$ cat src/rtl/imem_pkg.sv
// Shared types and constants for the instruction fetch responder.
package imem_pkg;

    typedef logic [29:0] word_addr_t;

    typedef enum logic [1:0] {
        IDLE   = 2'd0,
        REQ    = 2'd1,
        PF_REQ = 2'd2
    } fetch_state_e;

    // Default for the NOP_INSTR parameter (RISC-V addi x0,x0,0)
    localparam logic [31:0] NOP_INSTR_DEFAULT = 32'h00000013;

endpackage

$ cat src/rtl/imem_word_buf.sv
// One buffered instruction word: valid bit, word-address tag and data.
// A load takes priority over an invalidate in the same cycle.
module imem_word_buf (
    input  logic        clk_i,
    input  logic        rst_ni,
    input  logic        inval_i,
    input  logic        load_i,
    input  logic [29:0] tag_i,
    input  logic [31:0] data_i,
    input  logic [29:0] cmp_tag_i,
    output logic        hit_o,
    output logic [31:0] data_o
);

    logic        valid_q;
    logic [29:0] tag_q;
    logic [31:0] data_q;

    // Buffer register: load new word or drop validity
    always_ff @(posedge clk_i or negedge rst_ni) begin
        if (!rst_ni) begin
            valid_q <= 1'b0;
            tag_q   <= '0;
            data_q  <= '0;
        end else if (load_i) begin
            valid_q <= 1'b1;
            tag_q   <= tag_i;
            data_q  <= data_i;
        end else if (inval_i) begin
            valid_q <= 1'b0;
        end
    end

    assign hit_o  = valid_q && (tag_q == cmp_tag_i);
    assign data_o = data_q;

endmodule

$ cat src/rtl/imem_fetch_responder.sv
// Instruction-side responder for the fetch stage. Serves fetch_addr from a
// one-word line buffer and fills misses from a slow req/ack memory.
// Build option: IMEM_PREFETCH_EN adds a sequential prefetch buffer.
//
// state  | meaning
// -------+-----------------------------------------------------------
// IDLE   | no memory transaction; a demand miss launches REQ
// REQ    | demand fill outstanding; mem_req held until mem_ack
// PF_REQ | prefetch of the next sequential word outstanding
module imem_fetch_responder
    import imem_pkg::*;
#(
    parameter logic [31:0] NOP_INSTR = NOP_INSTR_DEFAULT,
    parameter int          MAX_WAIT  = 255,
    parameter int          WAIT_W    = 8
) (
    input  logic        stage_clk,
    input  logic        reset_n,
    input  logic [31:0] fetch_addr,
    input  logic        flush,
    output logic [31:0] instr_out,
    output logic        fetch_stall,
    output logic        fetch_misaligned,
    output logic        fetch_err,
    output logic        mem_req,
    output logic [29:0] mem_addr,
    input  logic        mem_ack,
    input  logic [31:0] mem_rdata
);

    localparam logic [WAIT_W-1:0] WAIT_MAX = WAIT_W'(MAX_WAIT);

    fetch_state_e      state_q, state_d;
    logic [29:0]       mem_addr_q, mem_addr_d;
    logic              discard_q, discard_d;
    logic [WAIT_W-1:0] wait_q, wait_d;
    logic              err_q, err_d;

    logic [29:0] fetch_tag;
    logic        line_hit;
    logic [31:0] line_data;
    logic        line_load;
    logic [29:0] line_tag_in;
    logic [31:0] line_data_in;

    assign fetch_tag        = fetch_addr[31:2];
    assign fetch_misaligned = |fetch_addr[1:0];

    imem_word_buf u_line (
        .clk_i     (stage_clk),
        .rst_ni    (reset_n),
        .inval_i   (1'b0),
        .load_i    (line_load),
        .tag_i     (line_tag_in),
        .data_i    (line_data_in),
        .cmp_tag_i (fetch_tag),
        .hit_o     (line_hit),
        .data_o    (line_data)
    );

`ifdef IMEM_PREFETCH_EN
    logic        pf_hit;
    logic [31:0] pf_data;
    logic        pf_load;
    logic        pf_inval;
    logic        pf_promote;
    logic        pend_q, pend_d;
    logic [29:0] pend_tag_q, pend_tag_d;

    imem_word_buf u_pf (
        .clk_i     (stage_clk),
        .rst_ni    (reset_n),
        .inval_i   (pf_inval),
        .load_i    (pf_load),
        .tag_i     (mem_addr_q),
        .data_i    (mem_rdata),
        .cmp_tag_i (fetch_tag),
        .hit_o     (pf_hit),
        .data_o    (pf_data)
    );

    assign pf_promote = !fetch_misaligned && !line_hit && pf_hit;
`endif

    // Zero-latency instruction select and stall decision
    always_comb begin
        instr_out   = NOP_INSTR;
        fetch_stall = 1'b0;
        if (fetch_misaligned) begin
            instr_out = NOP_INSTR;
        end else if (line_hit) begin
            instr_out = line_data;
`ifdef IMEM_PREFETCH_EN
        end else if (pf_hit) begin
            instr_out = pf_data;
`endif
        end else begin
            fetch_stall = 1'b1;
        end
    end

    // Next-state, memory handshake, buffer loads and wait-timeout tracking
    always_comb begin
        state_d      = state_q;
        mem_addr_d   = mem_addr_q;
        discard_d    = discard_q;
        wait_d       = wait_q;
        line_load    = 1'b0;
        line_tag_in  = mem_addr_q;
        line_data_in = mem_rdata;
`ifdef IMEM_PREFETCH_EN
        pf_load      = 1'b0;
        pf_inval     = 1'b0;
        pend_d       = pend_q;
        pend_tag_d   = pend_tag_q;
        // A pf hit moves the word into the line and queues the next one.
        // pf_hit implies the pf tag equals fetch_tag.
        if (pf_promote) begin
            line_load    = 1'b1;
            line_tag_in  = fetch_tag;
            line_data_in = pf_data;
            pf_inval     = 1'b1;
            pend_d       = 1'b1;
            pend_tag_d   = fetch_tag + 30'd1;
        end
`endif
        case (state_q)
            IDLE: begin
                if (fetch_stall) begin
                    state_d    = REQ;
                    mem_addr_d = fetch_tag;
                    discard_d  = 1'b0;
                    wait_d     = '0;
`ifdef IMEM_PREFETCH_EN
                end else if (pend_q && !flush && !pf_promote) begin
                    state_d    = PF_REQ;
                    mem_addr_d = pend_tag_q;
                    pend_d     = 1'b0;
                    discard_d  = 1'b0;
                    wait_d     = '0;
`endif
                end
            end
            REQ: begin
                if (mem_ack) begin
                    state_d   = IDLE;
                    wait_d    = '0;
                    discard_d = 1'b0;
                    if (!discard_q && !flush) begin
                        line_load    = 1'b1;
                        line_tag_in  = mem_addr_q;
                        line_data_in = mem_rdata;
`ifdef IMEM_PREFETCH_EN
                        pend_d       = 1'b1;
                        pend_tag_d   = mem_addr_q + 30'd1;
`endif
                    end
                end else begin
                    if (flush) discard_d = 1'b1;
                    if (wait_q != WAIT_MAX) wait_d = wait_q + 1'b1;
                end
            end
`ifdef IMEM_PREFETCH_EN
            PF_REQ: begin
                if (mem_ack) begin
                    state_d   = IDLE;
                    wait_d    = '0;
                    discard_d = 1'b0;
                    if (!discard_q && !flush) pf_load = 1'b1;
                end else begin
                    if (flush) discard_d = 1'b1;
                    if (wait_q != WAIT_MAX) wait_d = wait_q + 1'b1;
                end
            end
`endif
            default: begin
                state_d = IDLE;
            end
        endcase
        err_d = err_q | (wait_d == WAIT_MAX);
    end

    // Control registers
    always_ff @(posedge stage_clk or negedge reset_n) begin
        if (!reset_n) begin
            state_q    <= IDLE;
            mem_addr_q <= '0;
            discard_q  <= 1'b0;
            wait_q     <= '0;
            err_q      <= 1'b0;
        end else begin
            state_q    <= state_d;
            mem_addr_q <= mem_addr_d;
            discard_q  <= discard_d;
            wait_q     <= wait_d;
            err_q      <= err_d;
        end
    end

`ifdef IMEM_PREFETCH_EN
    // Pending sequential prefetch target
    always_ff @(posedge stage_clk or negedge reset_n) begin
        if (!reset_n) begin
            pend_q     <= 1'b0;
            pend_tag_q <= '0;
        end else begin
            pend_q     <= pend_d;
            pend_tag_q <= pend_tag_d;
        end
    end
`endif

    assign mem_req   = (state_q != IDLE);
    assign mem_addr  = mem_addr_q;
    assign fetch_err = err_q;

endmodule

$ cat config.mk
export PLATFORM = sky130hd
export DESIGN_NAME = imem_fetch_responder
export DESIGN_NICKNAME = d
export VERILOG_FILES = /design/src/rtl/imem_pkg.sv /design/src/rtl/imem_word_buf.sv /design/src/rtl/imem_fetch_responder.sv
export SDC_FILE = /design/constraint.sdc
export NUM_CORES = 1
export LEC_CHECK = 0
export BUFFER_PORTS_ARGS = -buffer_cell sky130_fd_sc_hd__buf_2
export CAP_MARGIN = 40
export CORE_MARGIN = 1
export CORE_UTILIZATION = 47
export CTS_CLUSTER_DIAMETER = 30
export DETAILED_ROUTE_END_ITERATION = 8
export HOLD_SLACK_MARGIN = 0.12
export PLACE_DENSITY = 0.76
export SKIP_LAST_GASP = 1
export SYNTH_ARGS = -nofsm -noshare
export SYNTH_HDL_FRONTEND = slang
export SYNTH_SLANG_ARGS = --single-unit
$ cat constraint.sdc
create_clock -name stage_clk -period 1.8 [get_ports stage_clk]
set_clock_uncertainty 0.1 [all_clocks]
set_input_delay 0.09 -clock stage_clk [delete_from_list [all_inputs] [get_ports stage_clk]]
set_output_delay 0.09 -clock stage_clk [all_outputs]
set_load 0.02 [all_outputs]
==> impl_metrics.toml <==
[placed_design]
dp_hpwl_um = 8120
dpl.cell_count = 658
gp_congestion = 0.854
place_ws_ps = -485
port_buffers = 133

[cells_and_area]
finalNonFillerCells = 747
fill_cells = 612
multiInputGateArea_um2 = 2490
finish.net_count = 678
antenna-diode-count = 0
ff_latch_area_um2 = 2600
area_growth_pct = 49.5
fin_util_pct = 73.8
drive_gt1_share_pct = 56.4

[routing]
drtIter0Drc = 224
vias = 3920
viasPerCell = 5.25
wl_per_cell_um = 18.0
drc = 0
drt_first_pass_iters = 4
wirelength_um = 13400
antenna_left = 0

[sta]
finalSetupTns_ps = -38760
drv_slew = 0
period_share_pct = 141
setup_ws_ps = -741
slew_headroom_pct = 65.3
tightest_slew_ps = 521
rsz0062_at_grt = "true"
period_needed_ps = 2540
timing.fmax_mhz = 394
hold_viol = 0
setup_violations = 74

[synthesis]
ys_ff_latch = 104
syn_avg_cell_area_um2 = 13.2
synth_area_um2 = 4890
yosysWarnings = 0
ys_types = 40
synth_cells = 369
seq_area_frac_synth_pct = 53.2
synthesis.nets = 438

[critical_path]
worstSetupPathType = "flop to primary output"
critPathMaxFanout = 29
critPathLaunchType = "flop"
rr_worst_depth = 8
worst_setup_path_end_kind = "primary output"
path_cells = "xnor2_1, nand4_1, nor4_4, nand2_2, nor2_2, buf_12, and2_2, buf_2"
crit_path_max_incr_delay_ps = 420
ff2ff_setup_slack_ps = -490
critical_path_arrival_ps = 2350
crit_required_ps = 1610
crit_path_top_delay_cell = "dfrtp_1"
timing.rr.end = "mem_addr[20]"
reg2reg_from = "u_line.tag_q[28]"

[die]
io_pins = 134
std_cell_rows = 36
dieArea_um2 = 10800
die_height_um = 104
start_util_pct = 49.3
dieWidth_um = 104
core_area_um2 = 9910

[global_route]
grt-ovfl-total = 0
grt_pass1_vias = 4204
grt_max_degree = 39
grt_pass1_wl_um = 20800
grt_use_total_pct = 24.4
antenna_found_initial = 0

[run_status]
violations = "negative setup slack"
status = "complete, but fails checks"

[clocking]
cts_sinks = 104
h-tree-depth = 3
cts.path.max_buffers = 2
root_buffer = "clkbuf_8"
clkSlewWorstSetupHoldPaths_ps = 100
cts_tree = "done"
insertion_delay_ps = 370
cts-buffers-inserted = 9

[power]
leakagePower_uw = 0.00341
irDropWorstVdd_mv = 0.856
power_density_nw_per_um2 = 1080

[hold_path]
hold_class = "input pin to asynchronous set/reset pin"

[job]
maxCapViolCount = 0
==> power breakdown <==
group	internal, uW	switching (uW)	total, uW
Sequential	3070	575	3650
Clock	671	862	1530
Combinational	1580	1140	2720
==> logic make-up after synthesis <==
logic type                 Yosys count  synth area share [%]
DFF                                104                  53.2
muxes                               93                  23.6
and+or+nand+nor                     91                  11.0
xor gates and xnor gates            30                  5.37
AOI/OAI and AO/OA                   29                  3.66
buffers and inverters               21                  2.82
adders and majority gates            1                 0.256
==> worst max-delay path: cells and delay by family, from the launching register on <==
family / cells / cell delay [ps]
XOR/XNOR: 1 / 330
buffers and inverters: 2 / 330
flip-flops: 1 / 420
AND/OR/NAND/NOR: 5 / 890
==> timing repair <==
item	CTS	global route
hold endpoints to repair	169	0
buffers inserted	5	5
hold buffers	66	0
pin swaps	9	10
resized for setup	23	38
gates cloned	2	0
endpoints found under the setup margin	74	75
==> cell usage after synthesis (all sizes together) <==
cell,number,area (um2)
dfrtp,104,2600
mux2,93,1160
and2,31,196
xnor2,30,263
nand4,17,106
buf,14,100
nand2,12,45.0
a21oi,10,50.1
nor2,8,32.5
nand3,6,30.0
o21ai,6,30.0
inv,5,18.8
a31oi,4,25.0
nor4,4,25.0
nor3,3,31.3
or2,3,18.8
or3,3,18.8
clkbuf,2,18.8
o22ai,2,12.5
a22o,1,8.76
a2bb2oi,1,8.76
a41o,1,10.0
a41oi,1,8.76
and2b,1,7.51
and3,1,6.26
and4,1,11.3
ha,1,12.5
nand2b,1,8.76
o311ai,1,8.76
o31ai,1,7.51
o41ai,1,8.76
==> placed cells by master, fill, tap and decap left out, drive strengths merged, types with 2 or more instances in the layout <==
cell	n
nor4	4
a21oi	10
clkbuf	9
and2	31
or2	3
o22ai	2
dfrtp	104
clkinv	3
nor2	8
a31oi	4
buf	179
nor3	3
dlygate4sd3	66
or3	3
o21ai	6
nand3	6
xnor2	30
inv	8
mux2	93
nand4	17
nand2	12
==> sequential cells by signal (all words and copies together), names as in the netlist <==
signal / flops
u_line.valid_q: 1
fetch_err: 1
wait_q: 8
u_line.data_o: 32
u_line.tag_q: 30
state_q: 1
mem_addr: 30
discard_q: 1
==> layout make-up <==
cell class | count | share of cell area [%]
clock buffers | 9 | 1.69
multi-input cells | 244 | 34.1
flip-flops and latches | 104 | 35.6
clock inverters | 7 | 1.18
inverters | 5 | 0.257
well taps | 133 | 2.28
repair buffers | 245 | 24.9
==> metal layers <==
metal	vias up	wire [um]	GRT usage, %
met5	-	0	0
met3	33	597	4.20
li1	1795	-	-
met2	145	7190	43.9
met1	1947	5300	29.2
met4	0	346	9.08
==> worst max-delay path by stage <==
stage / start / endpoint / slack [ps] / cells after the start
after floorplan: u_line.tag_q[20] / instr_out[21] / -40 / 8
after global placement: u_line.tag_q[19] / mem_addr[11] / -410 / 8
after detailed placement: u_line.tag_q[19] / mem_addr[10] / -490 / 8
after CTS: u_line.tag_q[0] / instr_out[26] / -720 / 8
after global routing: u_line.tag_q[27] / instr_out[30] / -830 / 8
final: u_line.tag_q[28] / instr_out[22] / -740 / 8
==> through the flow <==
| step | instance area (um2) | hold slack, ps | total power (uW) |
|---|---|---|---|
| after global placement | 6020 | -1.90 | 5760 |
| after floorplan | 4940 | -306 | 4970 |
| after CTS | 7120 | 134 | 7660 |
| after detailed placement | 6020 | 2.74 | 5890 |
| final | 7310 | 125 | 7900 |
| after global routing | 7310 | 157 | 8290 |
(Power assumes the default switching activity.)
